## config.mk

```make
export PLATFORM = sky130hd
export DESIGN_NAME = pixel_sequencer_flat
export DESIGN_NICKNAME = d
export VERILOG_FILES = /design/src/rtl/pixel_sequencer_pkg.sv /design/src/rtl/pixel_sequencer_if.sv /design/src/rtl/pixel_sequencer_raster_counter.sv /design/src/rtl/pixel_sequencer.sv /design/src/flat_wrapper.sv
export SDC_FILE = /design/constraint.sdc
export NUM_CORES = 1
export LEC_CHECK = 0
export CORE_ASPECT_RATIO = 1.1
export CORE_UTILIZATION = 51
export CTS_BUF_LIST = sky130_fd_sc_hd__clkbuf_2 sky130_fd_sc_hd__clkbuf_4 sky130_fd_sc_hd__clkbuf_8
export DETAILED_ROUTE_END_ITERATION = 12
export PLACE_DENSITY_LB_ADDON = 0.05
export SETUP_SLACK_MARGIN = 0.1
export SYNTH_ARGS = -nofsm -noshare
export SYNTH_HDL_FRONTEND = slang
export SYNTH_SLANG_ARGS = --single-unit
```

## constraint.sdc

```tcl
create_clock -name clk -period 2.94 [get_ports clk]
set_clock_uncertainty 0.05 [all_clocks]
set_input_delay 0.294 -clock clk [delete_from_list [all_inputs] [get_ports clk]]
set_output_delay 0.294 -clock clk [all_outputs]
set_load 0.01 [all_outputs]
```

## src/rtl/pixel_sequencer_pkg.sv

```systemverilog
// Shared types and default geometry for the pixel sequencer.
package pixel_sequencer_pkg;

    localparam int LOC_SIZE          = 11;
    localparam int PIXEL_SIZE        = 24;
    localparam int FRAME_WIDTH       = 640;
    localparam int FRAME_HEIGHT      = 480;
    localparam int SEQ_FLUSH_DEFAULT = 3 * FRAME_WIDTH + 8;

    typedef enum logic [2:0] {
        SEQ_IDLE   = 3'd0,
        SEQ_ARMED  = 3'd1,
        SEQ_ACTIVE = 3'd2,
        SEQ_FLUSH  = 3'd3,
        SEQ_DONE   = 3'd4
    } seq_state_e;

    // Width of a down-counter holding len; never narrower than one bit.
    function automatic int flush_cnt_w(input int len);
        return (len > 0) ? $clog2(len + 1) : 1;
    endfunction

endpackage

```

## src/rtl/pixel_sequencer_if.sv

```systemverilog
// Input pixel stream bundle between an upstream source and the sequencer.
interface pixel_sequencer_if;
    import pixel_sequencer_pkg::*;

    // A pixel transfers on a clock edge where s_valid and s_ready are both high;
    // the source holds s_sof/s_data stable while s_valid is high and s_ready is low.
    logic                  s_valid;
    logic                  s_sof;
    logic [PIXEL_SIZE-1:0] s_data;
    logic                  s_ready;

    modport master (output s_valid, output s_sof, output s_data, input s_ready);
    modport slave  (input s_valid, input s_sof, input s_data, output s_ready);

endinterface

```

## src/rtl/pixel_sequencer_raster_counter.sv

```systemverilog
// Raster x/y position register: clear to (0,0), or step with x wrapping at FRAME_W.
module pixel_sequencer_raster_counter
    import pixel_sequencer_pkg::*;
#(
    parameter int FRAME_W = FRAME_WIDTH
) (
    input  logic                clk,
    input  logic                reset,
    input  logic                clear,
    input  logic                inc,
    output logic [LOC_SIZE-1:0] x,
    output logic [LOC_SIZE-1:0] y,
    output logic [LOC_SIZE-1:0] nx,
    output logic [LOC_SIZE-1:0] ny
);

    logic [LOC_SIZE-1:0] x_q, x_d, y_q, y_d;

    always_comb begin
        nx  = x_q + LOC_SIZE'(1);
        ny  = y_q;
        if (x_q == LOC_SIZE'(FRAME_W - 1)) begin
            nx = '0;
            ny = y_q + LOC_SIZE'(1);
        end
        x_d = x_q;
        y_d = y_q;
        if (clear) begin
            x_d = '0;
            y_d = '0;
        end else if (inc) begin
            x_d = nx;
            y_d = ny;
        end
    end

    always_ff @(posedge clk or posedge reset) begin
        if (reset) begin
            x_q <= '0;
            y_q <= '0;
        end else begin
            x_q <= x_d;
            y_q <= y_d;
        end
    end

    assign x = x_q;
    assign y = y_q;

endmodule

```

## src/rtl/pixel_sequencer.sv

```systemverilog
// Turns a valid/ready pixel stream into the registered en/x/y/data raster plus drain beats.
// Build option PIXEL_SEQ_SOF_RESYNC_EN: an sof accepted mid-frame restarts the frame at (0,0).
module pixel_sequencer
    import pixel_sequencer_pkg::*;
#(
    parameter int                    FRAME_W    = FRAME_WIDTH,
    parameter int                    FRAME_H    = FRAME_HEIGHT,
    parameter int                    FLUSH_LEN  = SEQ_FLUSH_DEFAULT,
    parameter logic [PIXEL_SIZE-1:0] FLUSH_DATA = '0,
    parameter bit                    CONTINUOUS = 1'b0
) (
    input  logic                  clk,
    input  logic                  reset,
    input  logic                  start,
    pixel_sequencer_if.slave      s_if,
    output logic                  en,
    output logic [LOC_SIZE-1:0]   x,
    output logic [LOC_SIZE-1:0]   y,
    output logic [PIXEL_SIZE-1:0] data,
    output logic                  busy,
    output logic                  frame_done,
    output logic [15:0]           frame_count,
    output logic                  sof_err,
    output seq_state_e            state_dbg
);

    localparam int FCW = flush_cnt_w(FLUSH_LEN);

    seq_state_e            state_q, state_d;
    logic [FCW-1:0]        fcnt_q, fcnt_d;
    logic                  en_q, en_d;
    logic [PIXEL_SIZE-1:0] data_q, data_d;
    logic [15:0]           fcount_q, fcount_d;
    logic                  sof_err_q, sof_err_d;
    logic                  accept, last_pix, enter_flush, cnt_clear, cnt_inc;
    logic [LOC_SIZE-1:0]   nx, ny;

    assign accept   = s_if.s_valid & s_if.s_ready;
    // The pixel accepted in ACTIVE lands on (nx, ny).
    assign last_pix = (nx == LOC_SIZE'(FRAME_W - 1)) && (ny == LOC_SIZE'(FRAME_H - 1));

    always_comb begin
        state_d     = state_q;
        fcnt_d      = fcnt_q;
        en_d        = 1'b0;
        data_d      = data_q;
        fcount_d    = fcount_q;
        sof_err_d   = sof_err_q;
        enter_flush = 1'b0;
        cnt_clear   = 1'b0;
        cnt_inc     = 1'b0;
        case (state_q)
            SEQ_IDLE: begin
                if (start) begin
                    state_d   = SEQ_ARMED;
                    sof_err_d = 1'b0;
                end
            end
            SEQ_ARMED: begin
                if (accept && s_if.s_sof) begin
                    en_d      = 1'b1;
                    data_d    = s_if.s_data;
                    cnt_clear = 1'b1;
                    state_d   = SEQ_ACTIVE;
                    if (FRAME_W == 1 && FRAME_H == 1) enter_flush = 1'b1;
                end
            end
            SEQ_ACTIVE: begin
                if (accept) begin
                    en_d   = 1'b1;
                    data_d = s_if.s_data;
`ifdef PIXEL_SEQ_SOF_RESYNC_EN
                    if (s_if.s_sof) begin
                        cnt_clear = 1'b1;
                        sof_err_d = 1'b1;
                    end else begin
                        cnt_inc     = 1'b1;
                        enter_flush = last_pix;
                    end
`else
                    cnt_inc     = 1'b1;
                    enter_flush = last_pix;
                    if (last_pix && s_if.s_sof) sof_err_d = 1'b1;
`endif
                end
            end
            SEQ_FLUSH: begin
                en_d    = 1'b1;
                data_d  = FLUSH_DATA;
                cnt_inc = 1'b1;
                fcnt_d  = fcnt_q - FCW'(1);
                if (fcnt_q == FCW'(1)) state_d = SEQ_DONE;
            end
            SEQ_DONE: begin
                fcount_d = fcount_q + 16'd1;
                state_d  = CONTINUOUS ? SEQ_ARMED : SEQ_IDLE;
            end
            default: state_d = SEQ_IDLE;
        endcase
        if (enter_flush) begin
            if (FLUSH_LEN == 0) begin
                state_d = SEQ_DONE;
            end else begin
                state_d = SEQ_FLUSH;
                fcnt_d  = FCW'(FLUSH_LEN);
            end
        end
    end

    always_ff @(posedge clk or posedge reset) begin
        if (reset) begin
            state_q   <= SEQ_IDLE;
            fcnt_q    <= '0;
            en_q      <= 1'b0;
            data_q    <= '0;
            fcount_q  <= '0;
            sof_err_q <= 1'b0;
        end else begin
            state_q   <= state_d;
            fcnt_q    <= fcnt_d;
            en_q      <= en_d;
            data_q    <= data_d;
            fcount_q  <= fcount_d;
            sof_err_q <= sof_err_d;
        end
    end

    pixel_sequencer_raster_counter #(.FRAME_W(FRAME_W)) u_raster (
        .clk   (clk),
        .reset (reset),
        .clear (cnt_clear),
        .inc   (cnt_inc),
        .x     (x),
        .y     (y),
        .nx    (nx),
        .ny    (ny)
    );

    assign s_if.s_ready = (state_q == SEQ_ARMED) || (state_q == SEQ_ACTIVE);
    assign busy         = s_if.s_ready || (state_q == SEQ_FLUSH);
    assign frame_done   = (state_q == SEQ_DONE);
    assign en           = en_q;
    assign data         = data_q;
    assign frame_count  = fcount_q;
    assign sof_err      = sof_err_q;
    assign state_dbg    = state_q;

endmodule
```

## src/flat_wrapper.sv

```systemverilog
// flat-port wrapper written by rule: the top's interface ports become plain ports
module pixel_sequencer_flat import pixel_sequencer_pkg::*;
#(
    parameter int                    FRAME_W    = FRAME_WIDTH,
    parameter int                    FRAME_H    = FRAME_HEIGHT,
    parameter int                    FLUSH_LEN  = SEQ_FLUSH_DEFAULT,
    parameter logic [PIXEL_SIZE-1:0] FLUSH_DATA = '0,
    parameter bit                    CONTINUOUS = 1'b0
)
  (clk, reset, start, en, x, y, data, busy, frame_done, frame_count, sof_err, state_dbg, s_if_s_valid, s_if_s_sof, s_if_s_data, s_if_s_ready);
  pixel_sequencer_if s_if_i ();
  input  logic clk;
  input  logic reset;
  input  logic start;
  output logic en;
  output logic [LOC_SIZE-1:0] x;
  output logic [LOC_SIZE-1:0] y;
  output logic [PIXEL_SIZE-1:0] data;
  output logic busy;
  output logic frame_done;
  output logic [15:0] frame_count;
  output logic sof_err;
  output seq_state_e state_dbg;
  input wire logic [$bits(s_if_i.s_valid)-1:0] s_if_s_valid;
  input wire logic [$bits(s_if_i.s_sof)-1:0] s_if_s_sof;
  input wire logic [$bits(s_if_i.s_data)-1:0] s_if_s_data;
  output wire logic [$bits(s_if_i.s_ready)-1:0] s_if_s_ready;
  assign s_if_i.s_valid = s_if_s_valid;
  assign s_if_i.s_sof = s_if_s_sof;
  assign s_if_i.s_data = s_if_s_data;
  assign s_if_s_ready = s_if_i.s_ready;
  pixel_sequencer #(.FRAME_W(FRAME_W), .FRAME_H(FRAME_H), .FLUSH_LEN(FLUSH_LEN), .FLUSH_DATA(FLUSH_DATA), .CONTINUOUS(CONTINUOUS)) u_core (.clk(clk), .reset(reset), .start(start), .s_if(s_if_i), .en(en), .x(x), .y(y), .data(data), .busy(busy), .frame_done(frame_done), .frame_count(frame_count), .sof_err(sof_err), .state_dbg(state_dbg));
endmodule
```

Word-level counts from Yosys, hierarchy flattened
Index checks and enable logic that the tools add are counted.
Widths: inputs -> output; s select.
{ "word_totals": {"input_bits": 29, "ff_bits": 78, "out_inout_bits": 70} }
{ "classes": {"mux": 27, "n_reduce_logical": 13, "n_addsub": 4, "n_bitwise": 1, "n_eq_ne": 16} }
{ "ops": {"columns": ["cell", "count"], "rows": [
  ["$mux 11", 8],
  ["$pmux 24 s3", 1],
  ["$mux 24", 2],
  ["$add 11x1->11 const B", 2],
  ["$eq 11x10->1 const B", 2],
  ["$add 16x1->16 const B", 1],
  ["$mux 3", 4],
  ["$pmux 3 s4", 1],
  ["$eq 11x1->1 const B", 1],
  ["$eq 11x9->1 const B", 1],
  ["$sub 11x1->11 const B", 1],
  ["$mux 1", 8],
  ["$ne 2x1->1 const B", 4],
  ["$reduce_and 4->1", 2],
  ["$eq 3x2->1 const B", 2],
  ["$ne 3x1->1 const B", 2],
  ["$reduce_bool 2->1", 3],
  ["$pmux 1 s2", 2],
  ["$eq 3x1->1 const B", 1],
  ["$eq 3x3->1 const B", 1],
  ["$logic_and 1x1->1", 3],
  ["$logic_not 3->1", 1],
  ["$ne 3x2->1 const B", 1],
  ["$pmux 1 s3", 1],
  ["other kinds (5)", 6]
]} }

Depth between registers and ports, before layout
{ "logic_depth": {"ltp_word": 8, "depth_mapped": 10, "mapped_depth_nobuf": 8} }

By module
From an unflattened synthesis, not the netlist that was laid out.
{ "unflattened": {"hier_cells": 451, "hier_area_um2": 4230.3} }
{ "by_module_without_submodules": {"columns": ["module", "area_per_inst_um2", "instances", "cells_per_inst"], "rows": [
  ["pixel_sequencer", 2701.3, 1, 271],
  ["pixel_sequencer_raster_counter", 1529.0, 1, 180]
]} }

Least setup slack after synthesis
OpenSTA, ideal clock, no wires.
{ "synth_path": {"path_type": "register -> register", "from": "register u_core.u_raster.x_q[0], in the netlist u_core.u_raster.x[0]", "to": "register u_core.fcnt_q[4]", "path_slack_ps": 684, "path_stages_with_launch": 11, "t_required_ps": 2773, "arrival_time_ps": 2089, "setup_time_ps": 117, "path_cell_list": "dfrtp_1 > ha_1 > buf_2 > nand3_1 > and4b_1 > buf_2 > a21bo_2 > a22oi_2 > nand4_2 > buf_6 > and2_4"} }
{ "synth_via": {"elab_chain_len": 7, "word_cells_on_any_way": 11, "classes_between": "add/sub (1); eq/ne (3); mux (5); reduce/logical (2)"} }
{ "synth_lines": {"columns": ["element", "line_no", "source"], "rows": [
  ["start, declared", "pixel_sequencer_raster_counter.sv:17", "logic [LOC_SIZE-1:0] x_q, x_d, y_q, y_d;"],
  ["start signal, assigned", "pixel_sequencer_raster_counter.sv:39", "x_q <= '0;"],
  ["start signal, assigned", "pixel_sequencer_raster_counter.sv:42", "x_q <= x_d;"],
  ["$add 11x1->11 / $eq 11x10->1 (equally long branches)", "pixel_sequencer_raster_counter.sv:20, pixel_sequencer_raster_counter.sv:22", null],
  ["$mux 11", "pixel_sequencer_raster_counter.sv:22", "if (x_q == LOC_SIZE'(FRAME_W - 1)) begin"],
  ["$eq 11x10->1 / $eq 11x9->1 (equally long branches)", "pixel_sequencer.sv:40", "assign last_pix = (nx == LOC_SIZE'(FRAME_W - 1)) && (ny == LOC_SIZE'(FRAME_H - 1));"],
  ["$logic_and 1x1->1 *", "pixel_sequencer.sv:40", null],
  ["$mux 1 *", "pixel_sequencer.sv:69", "if (accept) begin"],
  ["$mux 1 *", "pixel_sequencer.sv:52", "case (state_q)"],
  ["$mux 11 / $reduce_bool 2->1 (equally long branches)", null, null],
  ["end signal, assigned", "pixel_sequencer.sv:120", "fcnt_q <= fcnt_d;"],
  ["end, declared", "pixel_sequencer.sv:30", "logic [FCW-1:0] fcnt_q, fcnt_d;"]
]} }
Every way passes the cells marked *; elsewhere a longest branch is shown, timed or not.
A chain may end at the register's enable or synchronous reset.

Worst setup path in the final report
{ "layout_path": {"from": "register u_core.u_raster.x_q[0], in the netlist u_core.u_raster.x[0]", "to": "register u_core.fcnt_q[1]"} }
The elaborated chain is that of the path after synthesis.

==> impl_summary.txt <==
----------------------------------------------------
[Clock network]
  Clock tree from TritonCTS ... yes
  CTS H-tree lvls ... 3
  Clock Root Buffer ... clkbuf_8
  Number of hold buffers added after CTS ... 0
  Clock sinks ... slightly below 80
  Number of buffers on the longest clock path ... 2
  Clock transition at path regs ... ~90 ps
  CTS buffer count ... 9
  Clock Latency Late Sink ... between 300 and 400 ps

[Worst hold path]
  Kind of path behind the tightest hold check ... primary input to asynchronous set/reset pin

[Timing]
  Tightest Pin Transition ... roughly 700 ps
  Fin crit share ... between 80 and 90%
  Rel. slew slack ... approximately half
  Final hold violations ... 0
  Final-report max-slew violation count ... 0
  Highest achievable clock rate ... around 390 MHz
  Setup slack after layout ... ~360 ps
  Total of endpoints with negative setup slack in the final report ... 0
  Final critical path time including I/O delays and setup ... approximately 2600 ps
  Unrepaired setup endpoints after global routing ... no
  Hold Worst Slack ... a little under 300 ps
  Summed negative setup slack over all endpoints ... 0 ps

[Floorplanning]
  Die W ... approximately 85 um
  Number of ports placed on the die boundary ... 99
  Vertical die dimension ... roughly 94 um
  Die footprint ... approximately 8000 um2
  Placeable core area ... ~7400 um2
  Initial Util ... a little over half
  Cell Rows ... 33

[Setup path]
  Kind of launch point of the worst setup path ... register
  Crit Path Category ... register to register
  Critical path peak fanout ... 12
  Setup slack of the worst register-to-register path ... between 300 and 400 ps
  Required time at the worst-slack endpoint ... around 3100 ps
  Arrival time of data at the critical path endpoint ... 2780 ps
  Critical Path End Type ... register

[Global route]
  Vias in the first global route ... between 3k and 4k
  Initial antenna violation count ... 0
  Pin count of the biggest net entering global routing ... between 70 and 80
  Wire length of the first global-routing pass ... 15,400 um
  Tot GR Track Use ... roughly 25%
  Final global-route overflow total ... 0

[Finish]
  Post-Layout Inst Area ... between 5000 and 6000 um2
  Synth-to-layout area growth ... 32.7%
  Final layout net count ... 545
  Total inserted antenna cells ... 0
  Leading cell type in the layout, fill and taps excluded ... clkdlybuf4s50_1
  Fraction of final layout cells with drive strength greater than 1 ... 8.33%
  Commonest cells after routing, fill and taps aside ... clkdlybuf4s50_1, nand2_1, dfrtp_1

[Synth]
  Fraction of the yosys area taken by sequential cells ... around half
  Fraction of registers with async set/reset ... 100%
  Warnings from Yosys ... 0
  Number of enable flip-flop cells after synthesis ... 0
  Syn_nets ... ~450
  Flops & latches, synth ... between 70 and 80
  Average footprint of a synthesized cell ... ~9.4 um2
  Distinct cells, synth ... 52
  Cells after synthesis ... around 420
  Synth Cell Area ... about 3900 um2
  Top_reg_cell synth ... dfrtp_1

[Drt]
  DR WL/cell ... 15.4 um
  Vias per inst ... ~5.6
  Overall via count from detail_route ... 3,394
  Number of search-and-repair iterations in the first detailed-routing pass ... 6
  Post-route antenna net violation count ... 0
  Iteration-0 DRC count of the detailed router ... 143
  Routed wire length ... around 9300 um
  DRC violations left ... 0

[Pwr]
  Overall power of the completed layout ... around 4.2 mW
  Power density relative to cell area ... about 800 nW/um2
  Worst ir drop on vdd ... 0.000490 V
  Standby leakage power ... around 2.3 nW

[Placement]
  Worst slack, placed ... about 290 ps
  Post-DP HPWL ... 6330 um
  Routability-driven placement congestion ratio ... 0.820
  Buffers added on ports ... between 90 and 100
  Placed instance area ... around 4900 um2

[Outcome]
  Result of the run ... completed

[Job]
  Max-cap violations ... 0

----------------------------------------------------
synthesized netlist by cell type (3+ instances only):
master | count | share of area [%]
ha_1 | 5 | 1.6
xor2_1 | 16 | 3.6
nor4b_1 | 3 | 0.67
buf_2 | 7 | 0.90
and3_1 | 4 | 0.64
dfrtp_1 | 78 | 50
a21oi_1 | 10 | 1.3
a31oi_1 | 6 | 0.96
nand3b_1 | 3 | 0.58
or3_1 | 3 | 0.48
xnor2_1 | 16 | 3.6
nor2_1 | 25 | 2.4
o21ai_0 | 27 | 3.5
clkbuf_1 | 10 | 0.96
nand3_1 | 40 | 5.1
inv_1 | 9 | 0.87
a22o_1 | 3 | 0.67
nand2_1 | 86 | 8.3
o31ai_1 | 7 | 1.3
and2_4 | 4 | 0.90
and4_1 | 5 | 1.1
nand4_1 | 10 | 1.6
flip-flops by register name, summed over array words and instances, names as in the netlist:
| name | count |
|---|---|
| u_core.data | 24 |
| u_core.fcnt_q | 11 |
| u_core.en | 1 |
| u_core.u_raster.y | 11 |
| u_core.sof_err | 1 |
| u_core.state_dbg | 3 |
| u_core.u_raster.x | 11 |
| u_core.frame_count | 16 |
path summary, 6_finish.rpt:
path,from,end,depth (start not counted)
max in group asynchronous,reset,u_core.u_raster.x[1],3
worst max-delay path,u_core.u_raster.x[0],u_core.fcnt_q[1],7
worst max register to register,u_core.u_raster.x[0],u_core.fcnt_q[1],7
worst min-delay path,reset,u_core.frame_count[10],3
worst min register to register,u_core.data[1],u_core.data[1],2
min in group clk,u_core.data[1],u_core.data[1],2
metrics by stage:
| step | instances | utilization [%] |
|---|---|---|
| 3_5_place_dp | 587 | 66.6 |
| 4_1_cts | 603 | 69.6 |
| 3_3_place_gp | 587 | 66.6 |
| 2_1_floorplan | 417 | - |
| 6_report | 603 | 69.6 |
| 5_1_grt | 603 | 69.6 |
logic make-up after synthesis:
group / Yosys count / share of synthesized area, %
AO/OA/AOI/OAI: 65 / 10.6
XOR/XNOR: 32 / 7.19
adder cells (fa/ha/maj): 5 / 1.60
buffers and inverters: 29 / 3.21
flip-flops: 78 / 50.0
multiplexers: 2 / 0.577
AND/OR/NAND/NOR: 206 / 26.8
power breakdown:
group	total, mW	switching [mW]	internal [mW]	leakage, nW
clock network	0.910	0.416	0.494	0.110
registers	1.59	0.249	1.34	1.01
logic	1.65	0.852	0.800	1.13
total	4.15	1.52	2.64	2.25
layout make-up:
| type | count | area [um2] |
|---|---|---|
| inverter | 9 | 33.8 |
| clock buffer | 10 | 131 |
| tap | 87 | 109 |
| multi-input combinational | 310 | 1820 |
| fill | 603 | 2260 |
| timing repair buffer | 103 | 1030 |
| sequential | 78 | 1950 |
| clock inverter | 6 | 93.8 |
routing by layer:
layer  routed length (um)  up-vias  global-route usage [%]
li1                     -     1637                       -
met1                 4100     1669                    31.7
met2                 4550       76                    39.1
met3                  495       12                    5.36
met4                  142        0                    12.1
met5                    0        -                       0
worst max-delay path: stages, from the launching register on:
cell,delay (ps)
dfrtp_1,480
ha_1,370
nand3_1,200
and4b_2,440
nand3b_1,120
a22oi_2,230
nand4_2,300
and2_2,280
repair_timing:
action,4_1_cts,5_1_grt
setup buffers,0,0
endpoints found under the setup margin,0,2
resized for setup,0,1
(Power assumes the default switching activity.)
